$ cat src/rtl/multiplier.sv
// Lane-parallel signed weight multiplier for the integer ESN reservoir.
// Each lane multiplies its signed input by a fixed signed weight. The product
// is saturated to the lane output width and registered, so the latency is one clock.
module multiplier #(
  parameter int data_width     = 3,
  parameter int weight_size    = 2,
  parameter int reservoir_size = 4,
  parameter logic [reservoir_size*weight_size-1:0] WEIGHTS = 8'b11_01_11_01
) (
  input  logic                                                iClk,
  input  logic                                                iRst,
  input  logic [reservoir_size*data_width-1:0]                iData,
  output logic [(data_width+weight_size-1)*reservoir_size-1:0] oValue
);

  localparam int FW = data_width + weight_size;
  localparam int OW = FW - 1;

  localparam logic [OW-1:0] SAT_MAX = {1'b0, {(OW-1){1'b1}}};
  localparam logic [OW-1:0] SAT_MIN = {1'b1, {(OW-1){1'b0}}};

  logic signed [FW-1:0]         full [reservoir_size];
  logic [reservoir_size*OW-1:0] value_d;
  logic [reservoir_size*OW-1:0] value_q;

  // Full-width signed product per lane; FW bits always hold the exact product
  always_comb begin
    for (int unsigned k = 0; k < reservoir_size; k++) begin
      full[k] = FW'($signed(iData[k*data_width +: data_width])) *
                FW'($signed(WEIGHTS[k*weight_size +: weight_size]));
    end
  end

  // Clamp each product to the OW-bit signed range (overflow when top two bits differ)
  always_comb begin
    value_d = '0;
    for (int unsigned k = 0; k < reservoir_size; k++) begin
      if (full[k][FW-1] != full[k][FW-2]) begin
        value_d[k*OW +: OW] = full[k][FW-1] ? SAT_MIN : SAT_MAX;
      end else begin
        value_d[k*OW +: OW] = full[k][OW-1:0];
      end
    end
  end

  // Output register; async reset discards any in-flight products
  always_ff @(posedge iClk or posedge iRst) begin
    if (iRst) begin
      value_q <= '0;
    end else begin
      value_q <= value_d;
    end
  end

  assign oValue = value_q;

endmodule

$ cat config.mk
export PLATFORM = sky130hd
export DESIGN_NAME = multiplier
export DESIGN_NICKNAME = d
export VERILOG_FILES = /design/src/rtl/multiplier.sv
export SDC_FILE = /design/constraint.sdc
export NUM_CORES = 1
export LEC_CHECK = 0
export CELL_PAD_IN_SITES_DETAIL_PLACEMENT = 1
export CELL_PAD_IN_SITES_GLOBAL_PLACEMENT = 1
export CORE_UTILIZATION = 30
export DETAILED_ROUTE_END_ITERATION = 10
export GPL_TIMING_DRIVEN = 1
export PLACE_DENSITY = 0.87
export SETUP_SLACK_MARGIN = 0.4
export SYNTH_ARGS = -nofsm -noshare
export SYNTH_HDL_FRONTEND = slang
export SYNTH_SLANG_ARGS = --single-unit
$ cat constraint.sdc
create_clock -name iClk -period 1.8 [get_ports iClk]
set_clock_uncertainty 0.15 [all_clocks]
set_input_delay 0.36 -clock iClk [delete_from_list [all_inputs] [get_ports iClk]]
set_output_delay 0.36 -clock iClk [all_outputs]
set_load 0.05 [all_outputs]
==> metrics.md <==
| Metric | Value |
|---|---|
| Total number of vias | 530 |
| Hold WS | 0.289 ns |
| Synth Area in Simple Gates | 0% |
| Synth area leader | dfrtp_1 |
| TritonCTS clock tree | done |
| Max-capacitance violation count | 0 |
| Post-synthesis xor/xnor area fraction | 0% |
| Row count | 15 |
| Buf+Inv Stages, Crit Path | 1 |
| Syn Nets | 66 |
| Final WS setup | 0.423 ns |
| Worst Setup EP | oValue[6] |
| Starting DRT DRC Count | 16 |
| Final HPWL DP | 1.28 mm |
| Crit path arrival time | 0.87 ns |
| ANT nets after route | 0 |
| Adder-cell share of the synthesized area | 18.2% |
| Longest Clk Path Bufs | 2 |
| Mean Syn Cell Area | 12.7 um^2 |
| Pin count of the biggest net entering global routing | 15 |
| Clock Sinks | 14 |
| Post-Syn Area | 584 um^2 |
| Leak Pwr | 0.517 nW |
| Residual DRC | 0 |
| Register area share after synthesis | 60.0% |
| CP startpoint | oValue[6] |
| RSZ-0062 raised after global routing | false |
| Crit path time final | 1.38 ns |
| CP top delay family | flip-flops |
| Final Wtd Congestion | 0.645 |
| Max-slew headroom | 63.5% |
| Root buf cell | clkbuf_4 |
| Setup-failing EPs final | 0 |
| Seq cells post-synth | 14 |
| Total wire length | 1.87 mm |
| Mux contribution to synthesized area | 0% |
| Global Route Usage Sum | 19.7% |
| Post-synth top area share | 60.0% |
| IO Pins | 30 |
| Most frequent cells in the layout | buf_4, dfrtp_1, inv_2, clkdlybuf4s50_1, inv_1 |
| Layout net count | 113 |
| Final core occ | 58.1% |
| Synth unique cells | 12 |
| CP max stage delay | 0.39 ns |
| Main combinational cell family by area after synthesis | adder cells |
| GRT overflow | 0 |
| Cells after Synth | 46 |
| Crit path kind | reg -> out |
| Vias in the first global route | 554 |
| Pre-CTS setup slack | -0.206 ns |
| Ant. Diodes | 0 |
| Crit. End Element | output port |
| Initial Utilization | 32.8% |
| Max FFs per register | 14 |
| CP required | 1.29 ns |
| Die ar. | 2130 um^2 |
| Maximum vdd ir drop | 332 uV |
| Critical path, cell by cell | buf_4 |
| PwrDens | 816 nW/um^2 |
| Routed length per instance | 16.0 um |
| First drt pass iteration count | 4 |
| Post-CTS Hold Buffers | 0 |
| Leading cell types by total area after synthesis | dfrtp_1, ha_1, inv_1 |
| Layout cell share with drive strength beyond 1 | 60.9% |
| Worst setup SP type | register |
| Antenna violations before repair | 0 |
| Area growth from synthesis to layout | 77.3% |
| Maximum clock frequency | 726 MHz |
| Routed vias/inst | 4.53 |
| Syn. warnings | 0 |
| Hold WC Path Type | in -> async |
| CP Max Fanout | 1 |
| Htree depth | 1 |
| Slew Viols, Final | 0 |
| Port Buffers | 29 |
| Die X | 46.1 um |
| Slew @ Worst Pin | 0.547 ns |
| Area of the core | 1780 um^2 |
| CTS clk-pin slew, worst paths | 0.09 ns |
| Die Span Y | 46.1 um |
| Hold Vio Cnt, Final | 0 |
| Status | finished clean |
| Max stage delay cell, worst path | dfrtp_1 |
| First-pass GRT wire length | 2.79 mm |
| TritonCTS Buffers | 3 |
| Commonest non-fill, non-tap cell in the layout | buf_4 |
| Tcrit/Tclk final | 76.5% |
| Synth Area in Compound Gates | 10.9% |
| Crit path depth | 1 |
-- through the flow --
| step | instances | TNS [ns] | instance area, um^2 | power, W |
|---|---|---|---|---|
| final | 117 | 0 | 1040 | 0.000845 |
| after global routing | 117 | 0 | 1040 | 0.000881 |
| after CTS | 117 | 0 | 1040 | 0.000853 |
| after detailed placement | 109 | -0.581 | 970 | 0.000614 |
| after global placement | 109 | -0.390 | 970 | 0.000602 |
| after floorplan | 46 | 0 | 621 | 0.000502 |
-- routing by layer --
metal  GRT usage [%]  share of wire, %  vias to the layer above
li1                -                 -                      234
met2            33.2                50                       39
met4            8.82              0.64                        0
met1            24.1                38                      255
met5               0                 0                        -
met3            3.53                11                        2
-- how the worst min path moves through the flow --
stage / startpoint / end / cells past startpoint
floorplan: iRst / oValue[0] / 1
global placement: iRst / oValue[11] / 2
detailed placement: iRst / oValue[9] / 2
CTS: iRst / oValue[0] / 2
global route: iRst / oValue[1] / 2
finish: iRst / oValue[1] / 2
-- cells in the mapped netlist, drive strengths merged --
master and number:
o21bai 1, o21ai 1, a21oi 3, buf 2, dfrtp 14, maj3 3
o22ai 2, a21o 1, inv 13, ha 6
-- power by group --
group          internal, W  switching, W
clock network     0.000123     0.0000999
registers         0.000338    0.00000930
logic             0.000106      0.000168
-- timing repair --
item | CTS | global route
resized for setup | 17 | 7
endpoints found under the setup margin | 6 | 3
pin swaps | 0 | 1
buffers inserted | 4 | 0
-- layout make-up --
| type | instances | area (um^2) |
|---|---|---|
| Inverter | 13 | 58.8 |
| Timing Repair Buffer | 44 | 350 |
| Tap cell | 25 | 31.3 |
| Fill cell | 187 | 747 |
| Sequential cell | 14 | 350 |
| Clock buffer | 4 | 36.3 |
| Multi-Input combinational cell | 17 | 209 |
-- logic make-up (layout without fill, tap and decap cells) --
family                     after synthesis  after routing
buffers and inverters                   15             61
adders and majority gates                9              9
DFF                                     14             14
AOI/OAI and AO/OA                        8              8
Power figures use the tool's default switching activity.
==> RTL change, RTL diff (same settings) <==
Change the parameter `data_width` from 3 to 5.
--- a/src/rtl/multiplier.sv
+++ b/src/rtl/multiplier.sv
@@ -3,5 +3,5 @@
 // is saturated to the lane output width and registered, so the latency is one clock.
 module multiplier #(
-  parameter int data_width     = 3,
+  parameter int data_width     = 5,
   parameter int weight_size    = 2,
   parameter int reservoir_size = 4,
Interface: changed (resized iData and oValue); port bits go from 30 to 46. No check against the original RTL was run, so the function may have changed too.
==> RTL change against the unedited design <==
- final area is 43% higher
- die area up 40%
- global-route usage decreased by 4.0 points
- wire length increased by 21%
- critical endpoint is now oValue[5]
- total power up 39%
- worst setup slack lost 0.029 ns
- critical path depth did not move
- sequential cell count up 8
- synthesized cell count is 39% higher
- area after synthesis up 42%
- largest cell class unchanged
==> RTL change: results (changes against the unedited design) <==
GRT
  • M2 GR Usage: 28.3% (-4.9 points)
  • Total GRT Usage: 15.7% (-4.0 points)
  • Met3 Usage GRT: 3.33% (-0.20 points)
  • Largest net degree at the start of global routing: 23 (+8)

Critical path
  • Slowest stage delay, CP: 0.42 ns (+0.03 ns)

Logic synthesis
  • Synthesized net count: 88 (+33%)
  • Area share of fa/ha/maj cells after synthesis: 3.02% (-15 points)
  • Area contributors post-synth: dfrtp_1, o21ai_0, inv_1, o41ai_1, ha_1
  • Synth cell types: 21 (+9)
  • Seq/Total Area, Yosys: 66.4% (+6.4 points)
  • Synth cell count leaders: dfrtp_1, inv_1, o21ai_0

Run status
  • Status: finished clean

Power and ir drop
  • Leakage: 0.000705 µW (+36%)
  • Comb. pwr: 353 µW (+29%)
  • Peak VDD IR: 0.000525 V (+58%)
  • NetSw: 379 µW (+37%)
  • Pwr dens: 790 nW/µm² (-3.2%)

Route
  • Routed met2 length: 1200 µm (+29%)
  • Met1 wire length: 814 µm (+13%)
  • Met3 wire length: 176 µm (-15%)
  • Via count: 750 (+42%)
  • Overall routed net length: 2260 µm (+21%)

Final layout
  • Fillers: 249 (+33%)
  • Max reg flops: 22 (+8)

CTS
  • Resized cells post-CTS: 16 (-1)
  • Post-CTS setup buffers: 1 (-3)

Placed design
  • Placed cell area: 1290 µm² (+33%)
  • Port Buffer Count: 45 (+55%)
  • Post-Place Setup Slack: -0.0714 ns (+0.135 ns)
  • DP HPWL: 1700 µm (+33%)

Hold path
  • Hold/Removal Path Class: in -> reg
[RTL change: cell types whose count changed in the layout (fill, tap and decap cells not counted), sizes merged, moves of 5 or more]
cell and change:
clkdlybuf4s50 +6, inv -6, dfrtp +8, o21ai +5
[RTL change: area by class of cell]
class | instances | area, µm² | area share [%]
clock buffers | 4 | 36.3 | 2.45
multi-input cells | 33 | 295 | 19.9
well taps | 30 | 37.5 | 2.53
repair buffers | 52 | 538 | 36.3
flip-flops and latches | 22 | 551 | 37.1
inverters | 7 | 26.3 | 1.77
[RTL change: final timing paths]
| path | start | endpoint | slack, ns | cells after the start |
|---|---|---|---|---|
| max | oValue[5]$_DFF_PP0_ | oValue[5] | 0.39 | 1 |
| min | iData[16] | oValue[19]$_DFF_PP0_ | 0.22 | 3 |
| max in group asynchronous | iRst | oValue[6]$_DFF_PP0_ | 1.04 | 3 |
| min in group asynchronous | iRst | oValue[1]$_DFF_PP0_ | 0.23 | 3 |
